`config.mk`:
```
export PLATFORM = sky130hd
export DESIGN_NAME = risc32_issue_ctrl
export DESIGN_NICKNAME = d
export VERILOG_FILES = /design/src/rtl/risc32_issue_ctrl.sv
export SDC_FILE = /design/constraint.sdc
export NUM_CORES = 1
export LEC_CHECK = 0
export BUFFER_PORTS_ARGS = -buffer_cell sky130_fd_sc_hd__buf_2
export CORE_ASPECT_RATIO = 1.75
export CORE_UTILIZATION = 47
export DETAILED_ROUTE_END_ITERATION = 6
export GPL_ROUTABILITY_DRIVEN = 0
export HOLD_SLACK_MARGIN = 0.03
export PLACE_DENSITY = 0.71
export SYNTH_ARGS = -nofsm -noshare
export SYNTH_HDL_FRONTEND = slang
export SYNTH_SLANG_ARGS = --single-unit
```
`constraint.sdc`:
```
create_clock -name clk -period 3 [get_ports clk]
set_input_delay 0.75 -clock clk [delete_from_list [all_inputs] [get_ports clk]]
set_output_delay 0.75 -clock clk [all_outputs]
set_load 0.01 [all_outputs]
```
`src/rtl/risc32_issue_ctrl.sv`:
```
// Issue/hazard controller between decode and execute: per-register countdown
// scoreboard for RAW stalls, branch hold, and HALT drain for a forwarding-free pipeline.
module risc32_issue_ctrl #(
  parameter int ALU_LAT  = 2,
  parameter int LOAD_LAT = 3,
  parameter int CNT_W    = 2
) (
  input  logic        clk,
  input  logic        rst_n,
  input  logic        id_valid,
  input  logic [4:0]  id_rs,
  input  logic [4:0]  id_rt,
  input  logic        id_rs_used,
  input  logic        id_rt_used,
  input  logic [4:0]  id_rd,
  input  logic        id_wr_en,
  input  logic        id_is_load,
  input  logic        id_is_branch,
  input  logic        id_is_halt,
  input  logic        br_resolve,
  input  logic        ext_hold,
  input  logic        restart,
  output logic        issue,
  output logic        stall,
  output logic        halted,
  output logic [31:0] busy_mask,
  output logic [15:0] stall_cnt
);

  typedef enum logic [1:0] {
    S_RUN     = 2'd0,
    S_BR_WAIT = 2'd1,
    S_DRAIN   = 2'd2,
    S_HALTED  = 2'd3
  } state_t;

  localparam logic [CNT_W-1:0] ALU_CNT  = CNT_W'(ALU_LAT);
  localparam logic [CNT_W-1:0] LOAD_CNT = CNT_W'(LOAD_LAT);
  localparam logic [CNT_W-1:0] ONE_CNT  = CNT_W'(1);

  state_t      state_q;
  logic        halted_q;
  logic [15:0] stall_cnt_q;
  logic [31:0] busy;
  logic        hazard;

  // busy[0] is constant 0, so an R0 source can never raise a hazard.
  assign hazard = (id_rs_used && (id_rs != 5'd0) && busy[id_rs]) ||
                  (id_rt_used && (id_rt != 5'd0) && busy[id_rt]);

  // Gated with rst_n so issue/stall drop immediately while reset is held.
  assign issue = rst_n && id_valid && (state_q == S_RUN) && !hazard && !ext_hold;
  assign stall = rst_n && id_valid && !issue;

  for (genvar gi = 0; gi < 32; gi++) begin : g_sb
    if (gi == 0) begin : g_r0
      assign busy[gi] = 1'b0;
    end else begin : g_rk
      logic [CNT_W-1:0] cnt_q;
      logic [CNT_W-1:0] cnt_d;

      // A new producer reloads the counter, overriding the decrement (WAW included).
      always_comb begin
        cnt_d = (cnt_q != '0) ? cnt_q - ONE_CNT : '0;
        if (issue && id_wr_en && (id_rd == 5'(gi))) begin
          cnt_d = id_is_load ? LOAD_CNT : ALU_CNT;
        end
      end

      always_ff @(posedge clk or negedge rst_n) begin
        if (!rst_n) begin
          cnt_q <= '0;
        end else begin
          cnt_q <= cnt_d;
        end
      end

      assign busy[gi] = (cnt_q != '0);
    end
  end

  always_ff @(posedge clk or negedge rst_n) begin
    if (!rst_n) begin
      state_q     <= S_RUN;
      halted_q    <= 1'b0;
      stall_cnt_q <= '0;
    end else begin
      if (stall && (stall_cnt_q != 16'hFFFF)) begin
        stall_cnt_q <= stall_cnt_q + 16'd1;
      end
      case (state_q)
        S_RUN: begin
          if (issue && id_is_halt) begin
            state_q <= S_DRAIN;
          end else if (issue && id_is_branch) begin
            state_q <= S_BR_WAIT;
          end
        end
        S_BR_WAIT: begin
          if (br_resolve) begin
            state_q <= S_RUN;
          end
        end
        S_DRAIN: begin
          if (busy == 32'd0) begin
            state_q  <= S_HALTED;
            halted_q <= 1'b1;
          end
        end
        S_HALTED: begin
          // Restart clear wins over the increment from a stall in this same cycle.
          if (restart) begin
            state_q     <= S_RUN;
            halted_q    <= 1'b0;
            stall_cnt_q <= '0;
          end
        end
        default: state_q <= S_RUN;
      endcase
    end
  end

  assign halted    = halted_q;
  assign busy_mask = busy;
  assign stall_cnt = stall_cnt_q;

endmodule

```
[Yosys cells after proc, flatten, opt, wreduce, memory -nomap -nowiden]
Cells that the tools add are included.
Word-level totals
  register bits after elaboration: 81
  input port bits: 27
Operators by class
  add/subtract/negate cells: 32
  magnitude comparators: 2
  equality and inequality tests: 39
  muxes and demuxes: 79
  reductions and logical operators: 86
Operators by type and width (number)
  2-bit 2-to-1 mux: 67
  5-bit equality test, second input constant: 16
  2-bit nonzero test: 32
  2-bit by 1-bit subtractor with 2-bit output, second input constant: 31
  16-bit 2-to-1 mux: 3
  1-bit logical AND: 44
  5-bit by 4-bit equality test with 1-bit output, second input constant: 8
  32-bit zero test: 1
  5-bit by 3-bit equality test with 1-bit output, second input constant: 4
  16-bit by 1-bit adder with 16-bit output, second input constant: 1
  16-bit inequality test, second input constant: 1
  5-bit by 6-bit less-than comparator with 1-bit output, second input constant: 2
  1-bit binary-select mux with 5-bit select: 2
  5-bit by 2-bit equality test with 1-bit output, second input constant: 2
  5-bit nonzero test: 2
  2-bit case mux with 4 select lines: 1
  2-bit inequality test, second input constant: 3
  5-bit by 1-bit equality test with 1-bit output, second input constant: 1
  1-bit 2-to-1 mux: 5
  2-bit equality test, second input constant: 2
  4-bit AND reduction: 1
  1-bit zero test: 3
  3-bit by 1-bit inequality test with 1-bit output, second input constant: 1
  3-bit AND reduction: 1
  other kinds (4): 4

[Depth between registers and ports, before layout]
Gate-level depths: netlist (run 1).
  depth in word-level cells: 14
  mapped depth: 10
  mapped depth without buffers: 7

[Worst setup path after synthesis (run 1)]
No wires, ideal clock.
  path type: input port to output port
  start: input port id_rs[2]
  end: output port issue
  arrival: 2.372 ns
  path slack: -0.122 ns
  stages: 8
  buffers on the path: 1
  cell sequence: buf_2 -> or4_1 -> o21ai_1 -> a21oi_1 -> o211a_1 -> a211oi_1 -> nand2_1 -> inv_1
Between the ends
  longest elaborated chain between the ends: 7
  elaborated cells on any way between the ends: 9
Ends and longest elaborated chain
  start, declared: line 11  | input logic [4:0] id_rs,
  1-bit binary-select mux with 5-bit select or 5-bit nonzero test (tied branches): line 48  | assign hazard = (id_rs_used && (id_rs != 5'd0) && busy[id_rs]) ||
  1-bit 2-to-1 mux (not written as such) or 1-bit logical AND (tied branches): line 48
  1-bit logical AND *: line 48
  1-bit logical OR *: line 48
  1-bit zero test *: line 52  | assign issue = rst_n && id_valid && (state_q == S_RUN) && !hazard && !ext_hold;
  1-bit logical AND * (2 in a row): line 52
  end, declared: line 23  | output logic issue,
Every way passes the cells marked *; elsewhere a longest branch is shown, timed or not. The select of a mux whose other input is x is not followed.

[Worst setup path in the final report (run 1)]
  start: input port id_rt[0]
  end: output port issue
Between the ends
  longest elaborated chain between the ends: 7
  elaborated cells on any way between the ends: 9
Ends and longest elaborated chain
  start, declared: line 12  | input logic [4:0] id_rt,
  1-bit binary-select mux with 5-bit select or 5-bit nonzero test (tied branches): line 49  | (id_rt_used && (id_rt != 5'd0) && busy[id_rt]);
  1-bit 2-to-1 mux (not written as such) or 1-bit logical AND (tied branches): line 49
  1-bit logical AND *: line 49
  1-bit logical OR *: line 48
  1-bit zero test *: line 52
  1-bit logical AND * (2 in a row): line 52
Marked as above.

==> out/results.tsv, run 1 <==
metric	value	unit
fin_skew	0.006623	ns
track_usage	0.2704	
hold_class	input port to async pin	
worst_pin_slew	0.7088	ns
dieArea	10600	um^2
finalCriticalPeriod	3.151	ns
utilization	0.6273	
syn_to_final_growth	29.13	%
die_w	78.27	um
gr-total-overflow	0	
synth_warnings	0	
irDropWorstVdd	0.3085	mV
start_kind	input port	
synth_nets	502	
diodes	0	
yosys.cell_types.count	56	
end_kind	primary output	
ys.flop_type	dfrtp_1	
max-clock-path-buffers	2	
worst_slack	-0.1507	ns
yosysSeqAreaShare	0.4236	
vias	4232	
antenna_found_initial	0	
slew_violations	0	
start_util	0.4858	
netlist_area	4785	um^2
power.leakage	3.515	nW
post_drt_via_cell_ratio	5.837	
final_antenna_net_count	0	
p_per_area	496.8	nW/um^2
finalSetupViolations	2	
grt_pass1_vias	4208	
drtPass1Iterations	5	
crit_required	2.25	ns
reg2reg_slack	0.02	ns
cts_inserted_buffers	9	
status	finished with violations	
io_buffers	76	
synth_edf_count	0	
post_drt_wl_per_cell	18.81	um
synth_area_per_cell	10.09	um^2
hold_ws	0.4571	ns
ios	78	
drc	0	
grt_max_degree	52	
cap_viol_max_count	0	
insertion_delay	0.34	ns
period_share	1.050	
hpwl	10090	um
tns	-0.2766	ns
hold_viol	0	
wl	13640	um
synth_cells	474	
fp.dieH	135.5	um
failed_checks	negative setup slack	
path_max_fanout	6	
fmax	317.4	MHz
slew_headroom	0.5260	
cts_hold_buf	0	
core.rowCount	48	
synthArstFlopShare	1.000	
fin_nets	624	
grt_pass1_wl	21340	um
htreeDepth	3	
arrival	2.40	ns
dr.first_iter.drc_count	254	
cts_tree	yes	
rsz0062_at_grt	yes	
drive_gt1_frac	0.4200	
clk_pin_slew	0.06	ns
worstSetupPathType	input port to primary output	
synth-seq-cells	81	
cts_sinks	81	
cts-root-buf	clkbuf_16	
core_region_area	9849	um^2
## final cells by class
type	instances	area, um^2
Multi-Input combinational cell	336	2671
Fill cell	849	3671
Tap cell	125	156.4
Timing Repair Buffer	131	850.8
Sequential cell	81	2027
Inverter	37	153.9
Clock inverter	4	76.32
Clock buffer	11	242.7
## metrics by stage
step	power (mW)	setup WS (ns)	std cells	instance area, um^2
after global routing	3.197	-0.1907	725	6178
after CTS	3.028	-0.1724	723	5972
after floorplan	1.600	-0.04656	474	4812
final	3.069	-0.1507	725	6178
after global placement	1.793	-0.2436	701	5562
after detailed placement	1.813	-0.3022	701	5562
## routing by layer
metal  vias to the layer above  share of wire  global-route usage
met3                        49          0.048             0.04108
met4                         0          0.049              0.1821
met5                         -              0                   0
met1                      2072           0.36              0.2962
met2                       182           0.54              0.4761
li1                       1929              -                   -
## synth_stat cells, drive strengths merged, types with 2 or more instances
| cell type | count | area [um^2] |
|---|---|---|
| clkbuf | 10 | 37.54 |
| and2 | 3 | 18.77 |
| nor4 | 2 | 12.51 |
| a31oi | 3 | 18.77 |
| o41ai | 3 | 26.28 |
| dfrtp | 81 | 2027 |
| mux4 | 14 | 330.3 |
| nand3b | 3 | 26.27 |
| a31o | 5 | 43.79 |
| inv | 37 | 141.4 |
| a211o | 2 | 26.28 |
| o21ai | 5 | 28.77 |
| nor3 | 37 | 225.2 |
| mux2i | 7 | 70.07 |
| nand2 | 26 | 100.1 |
| nand2b | 9 | 56.30 |
| nand4 | 11 | 75.07 |
| or4 | 4 | 30.03 |
| buf | 10 | 113.9 |
| a211oi | 4 | 30.03 |
| o311ai | 2 | 17.52 |
| a21o | 32 | 240.2 |
| nand3 | 16 | 80.08 |
| a41o | 3 | 30.03 |
| a221oi | 2 | 17.52 |
| and3 | 9 | 56.30 |
| nor2b | 35 | 219.0 |
| mux2 | 31 | 349.1 |
| nand4b | 2 | 32.53 |
| a21oi | 8 | 40.04 |
| nor2 | 47 | 176.4 |
## path summary, 6_finish.rpt
kind                                         from                      to  cells past startpoint
min reg2reg                g_sb[23].g_rk.cnt_q[1]  g_sb[23].g_rk.cnt_q[1]                      1
min                                         rst_n   g_sb[8].g_rk.cnt_q[1]                      2
max reg2reg                g_sb[16].g_rk.cnt_q[1]              state_q[1]                     13
max in group asynchronous                   rst_n  g_sb[12].g_rk.cnt_q[1]                      2
min in group clk           g_sb[23].g_rk.cnt_q[1]  g_sb[23].g_rk.cnt_q[1]                      1
max                                      id_rt[0]                   issue                      9
## what timing repair did
| item | CTS | global route |
|---|---|---|
| pin swaps | 5 | 8 |
| hold endpoints to repair | 0 | 0 |
| gates resized for setup | 11 | 46 |
| buffers inserted | 7 | 3 |
| endpoints found under the setup margin | 2 | 17 |
## power breakdown
| part | total, mW | internal, mW | switching (mW) |
|---|---|---|---|
| Combinational | 0.641 | 0.285 | 0.355 |
| Sequential | 1.24 | 1.15 | 0.0822 |
| Clock | 1.19 | 0.750 | 0.443 |
## flip-flops by register name, indices dropped and copies added, names as in the netlist
signal and count:
state_q 2, halted 1, g_sb.g_rk.cnt_q 62, stall_cnt 16
## cell families (layout without fill, tap and decap cells)
logic type,count (synthesis),after routing,synth area share
other,1,1,0.0007838
DFF,81,81,0.4236
muxes,52,52,0.1566
and+or+nand+nor,207,207,0.2359
adders and majority gates,1,1,0.002615
AOI/OAI and AO/OA,75,75,0.1193
buffers and inverters,57,183,0.06119
## worst max-delay path: stages
cell and delay [ns]:
buf_12 0.12, clkinv_8 0.04, mux4_2 0.48, mux4_2 0.52, o21ai_4 0.18, a211oi_4 0.07
nand2_2 0.09, inv_2 0.04, buf_6 0.11
## layout by cell type, fill, tap and decap left out, drive strengths merged, types with 3 or more instances in the layout
| cell type | instances |
|---|---|
| a211oi | 4 |
| a21o | 32 |
| a21oi | 8 |
| a31o | 5 |
| a31oi | 3 |
| a41o | 3 |
| and2 | 3 |
| and3 | 9 |
| buf | 131 |
| clkbuf | 11 |
| dfrtp | 81 |
| inv | 37 |
| mux2 | 31 |
| mux2i | 7 |
| mux4 | 14 |
| nand2 | 26 |
| nand2b | 9 |
| nand3 | 16 |
| nand3b | 3 |
| nand4 | 11 |
| nor2 | 47 |
| nor2b | 35 |
| nor3 | 37 |
| o21ai | 5 |
| o41ai | 3 |
| or4 | 4 |
Note: power is estimated with default switching activity, not from simulation.
==> inputs of run 2 (changes only) <==
CELL_PAD_IN_SITES_DETAIL_PLACEMENT = 0   (was not set)
CELL_PAD_IN_SITES_GLOBAL_PLACEMENT = 2   (was not set)
CORE_UTILIZATION = 32   (was 47)
PLACE_DENSITY = not set   (was 0.71)
PLACE_DENSITY_LB_ADDON = 0.1   (was not set)
==> run 2 against run 1 <==
The flow still finishes with violations (negative setup slack). Hold slack got worse by 0.19 ns. Cell area is 1.2% higher. Power is 5.2% lower. Wire length increased by 13%. Cell count increased by 9.1%. Clock-buffer cell count decreased by 1. Register-to-register slack improved by 0.05 ns. Clock skew is 0.0073 ns higher. Maximum frequency about the same. Sequential cell count did not move. Highest routed layer is now met5.
==> out/results.tsv, run 2 (same netlist as run 1, synthesis figures left out) <==
metric	value	unit
status	finished with violations	
failed_checks	negative setup slack	
fin_nets	635	
vias	4109	
irDropWorstVdd	0.3095	mV
largest_reg_flops	62	
syn_to_final_growth	30.65	%
worstSetupPathType	input port to primary output	
start_kind	input port	
crit_required	2.25	ns
cts_tree	yes	
insertion_delay	0.35	ns
tns	-0.2828	ns
core_region_area	14510	um^2
io_buffers	76	
drive_gt1_frac	0.4043	
die_w	94.44	um
crit_chain	buf_4 > buf_4 > a2111oi_1 > a211oi_2 > a221oi_4 > a211oi_4 > nand2_2 > inv_2 > buf_6	
grt_max_degree	68	
cts-root-buf	clkbuf_16	
hold_viol	0	
cts_sinks	81	
htreeDepth	3	
diodes	0	
wl	15480	um
finalSetupViolations	2	
fin_skew	0.01393	ns
clk_pin_slew	0.07	ns
utilization	0.4307	
crit_path_frequent_cell	buf_4	
arrival	2.40	ns
grt_pass1_wl	22910	um
slew_violations	0	
final_cell_mix	81 x dfrtp_1, 71 x buf_2, 62 x buf_4	
fmax	317.2	MHz
cp_slowest_cell	a2111oi_1	
dieArea	15460	um^2
path_max_fanout	7	
drtPass1Iterations	4	
post-place-ws	-0.3252	ns
hold_class	input port to async pin	
ios	78	
gr-total-overflow	0	
hold_ws	0.2629	ns
final_antenna_net_count	0	
track_usage	0.2058	
grt_pass1_vias	4132	
start_util	0.3297	
dr.first_iter.drc_count	156	
finalCriticalPeriod	3.152	ns
post_drt_wl_per_cell	19.57	um
antenna_found_initial	1	
layout.area.seq	2027	um^2
drc	0	
layout_commonest_cell	dfrtp_1	
worst_slack	-0.1521	ns
slew_headroom	0.4088	
worst_pin_slew	0.8867	ns
worstRegToRegCells	13	
fp.dieH	163.8	um
multi_input_area	2604	um^2
stdcell_count	791	
top_register	g_sb.g_rk.cnt_q	
power.leakage	3.558	nW
cts_hold_buf	0	
max_stage_delay	0.49	ns
core.rowCount	58	
max-clock-path-buffers	2	
cts_inserted_buffers	9	
cap_viol_max_count	0	
rsz0062_at_grt	yes	
period_share	1.051	
post_drt_via_cell_ratio	5.195	
fill_cells	1470	
hpwl	11800	um
p_per_area	465.7	nW/um^2
dp_cells	763	
end_kind	primary output	
[run 2: cell count changes in the layout (fill, tap and decap cells not counted), sizes merged]
cell,delta
clkbuf,-1
buf,+11
inv,+1
bufinv,-2
clkinv,+2
[run 2: final cells by class]
type	instances	share of cell area
clock inverter	5	0.006205
tap	180	0.03603
sequential	81	0.3243
clock buffer	10	0.03823
inverter	37	0.02422
multi-input combinational	336	0.4165
timing repair buffer	142	0.1545
[run 2: worst paths after layout]
| check | start | to | slack [ns] |
|---|---|---|---|
| worst min register to register | halted | halted | 0.48 |
| worst min-delay path | rst_n | stall_cnt[4] | 0.26 |
| worst max register to register | g_sb[22].g_rk.cnt_q[0] | state_q[0] | 0.07 |
| worst max-delay path | id_rt[2] | issue | -0.15 |
| min in group clk | halted | halted | 0.48 |
| max in group asynchronous | rst_n | g_sb[3].g_rk.cnt_q[0] | 1.58 |
[run 2: worst max-delay path, delay by kind of cell]
kind / cells / cell delay, ns
buffers and inverters: 4 / 0.45
AOI/OAI and AO/OA: 4 / 1.10
and+or+nand+nor: 1 / 0.10
[run 2: what timing repair did]
action / 4_1_cts / 5_1_grt
pin swaps: 6 / 11
buffers inserted: 8 / 9
endpoints found under the setup margin: 2 / 18
resized for setup: 18 / 25
[run 2: routing by layer]
metal / up-vias / track usage / part of all wire
li1: 1950 / - / -
met1: 2042 / 0.2121 / 0.36
met2: 90 / 0.3962 / 0.58
met3: 25 / 0.03148 / 0.035
met4: 2 / 0.09091 / 0.024
met5: - / 0 / 0.00084
[run 2: stage by stage]
stage	area (um^2)	total power [mW]
after floorplan	4812	1.600
after global placement	5708	1.817
after detailed placement	5708	1.829
after CTS	6120	2.920
after global routing	6251	3.061
final	6251	2.911
[run 2: where the power goes]
part           internal [mW]  switching [mW]  total (mW)
clock                  0.584           0.465        1.05
combinational          0.282           0.350       0.632
sequential              1.15          0.0766        1.23
total                   2.02           0.892        2.91
==> inputs of run 3 (changes only) <==
SKIP_LAST_GASP = 1   (was not set)
SLEW_MARGIN = 20   (was not set)
==> run 3 against run 2 <==
Combinational power shrank 2%. Die area is the same. The run still ends with negative setup slack left. Clock-buffer cell count is the same. Largest power group unchanged. Sequential share of layout area grew 0.18 points. Critical endpoint unchanged. Clock power is essentially flat. Hold slack is essentially flat. Cell count is the same. Power shrank 0.56%. Highest routed layer unchanged.
==> out/results.tsv, run 3 (same netlist as run 1, synthesis figures left out) <==
metric	value	unit
cts-root-buf	clkbuf_16	
worstSetupPathType	input port to primary output	
start_kind	input port	
irDropWorstVdd	0.3073	mV
p_int	2.016	mW
fin_area	6216	um^2
start_util	0.3297	
multi_input_area	2572	um^2
hpwl	11800	um
p_per_area	465.7	nW/um^2
fin_nets	635	
status	finished with violations	
drive_gt1_frac	0.3993	
failed_checks	negative setup slack	
reg2reg_slack	-0.01	ns
syn_to_final_growth	29.92	%
drtPass1Iterations	4	
dp_cells	763	
end_kind	primary output	
cts_tree	yes	
cts_inserted_buffers	9	
hold_class	input port to async pin	
gr-total-overflow	0	
cts_hold_buf	0	
grt_pass1_vias	4129	
finalCriticalPeriod	3.164	ns
post_drt_via_cell_ratio	5.182	
path_max_fanout	4	
tns	-0.3719	ns
fill_cells	1474	
layout.area.seq	2027	um^2
slew_headroom	0.4044	
cts_sinks	81	
hold_viol	0	
die_w	94.44	um
insertion_delay	0.35	ns
ios	78	
core.rowCount	58	
cap_viol_max_count	0	
final_cell_mix	81 x dfrtp_1, 71 x buf_2, 63 x buf_4	
final_antenna_net_count	0	
layout_commonest_cell	dfrtp_1	
fmax	316.1	MHz
diodes	0	
htreeDepth	3	
post_drt_wl_per_cell	19.37	um
p_switching	878.8	uW
clk_pin_slew	0.07	ns
io_buffers	76	
p_sw_frac	0.3036	
seq_power_share	0.424	
vias	4099	
dieArea	15460	um^2
worst_pin_slew	0.8934	ns
grt_max_degree	68	
largest_reg_flops	62	
track_usage	0.2058	
place_area	5708	um^2
dr.first_iter.drc_count	170	
fp.dieH	163.8	um
slew_violations	0	
wl	15320	um
antenna_found_initial	1	
drc	0	
fin_skew	0.01280	ns
worst_slack	-0.1638	ns
crit_required	2.25	ns
arrival	2.41	ns
p_clk_frac	0.362	
top_register	g_sb.g_rk.cnt_q	
core_region_area	14510	um^2
max-clock-path-buffers	2	
grt_pass1_wl	22910	um
hold_ws	0.2631	ns
period_share	1.055	
stdcell_count	791	
power_frac_comb	0.214	
utilization	0.4283	
power.leakage	3.549	nW
finalSetupViolations	3	
rsz0062_at_grt	yes	
## run 3: cell counts in the layout (fill, tap and decap cells not counted)
No cell type changed its count.
## run 3: worst paths after layout
path,end,startpoint,depth (start not counted)
max,issue,id_rs[1],9
min,stall_cnt[4],rst_n,1
max reg2reg,state_q[0],g_sb[24].g_rk.cnt_q[0],13
min reg2reg,halted,halted,1
max in group asynchronous,g_sb[3].g_rk.cnt_q[0],rst_n,2
min in group clk,halted,halted,1
## run 3: area by class of cell
cell class,instances,area share
Clock buffer,10,0.03845
Clock inverter,5,0.006240
Inverter,37,0.02436
Multi-Input combinational cell,336,0.4138
Sequential cell,81,0.3261
Tap cell,180,0.03623
Timing Repair Buffer,142,0.1548
## run 3: routing by layer
layer,part of all wire,track usage,up-vias
li1,-,-,1951
met5,0.00085,0,-
met2,0.58,0.3962,95
met4,0.026,0.09091,2
met1,0.36,0.2121,2027
met3,0.036,0.03148,24
## run 3: per-stage QoR
stage	power [mW]	setup slack (ns)
after floorplan	1.600	-0.04656
after global placement	1.817	-0.2773
after detailed placement	1.829	-0.3252
after CTS	2.915	-0.1956
after global routing	3.047	-0.2118
final	2.895	-0.1638
## run 3: worst max-delay path, cell delays in order
cell,delay (ns)
buf_4,0.14
or4_4,0.50
o21ai_1,0.16
a21oi_1,0.06
o211a_1,0.18
a211oi_4,0.37
nand2_2,0.11
inv_2,0.06
buf_6,0.09
## run 3: timing repair
action,in CTS,in global routing
endpoints found under the hold margin,0,0
buffers inserted,8,9
endpoints found under the setup margin,2,18
pin swaps,5,10
gates resized for setup,17,19
## run 3: power by group through the flow
stage / logic [mW] / registers, mW / clock network [mW]
5_1_grt: 0.679 / 1.24 / 1.13
3_5_place_dp: 0.581 / 1.25 / 0
2_1_floorplan: 0.344 / 1.26 / 0
6_report: 0.619 / 1.23 / 1.05
3_3_place_gp: 0.572 / 1.25 / 0
4_1_cts: 0.610 / 1.23 / 1.08
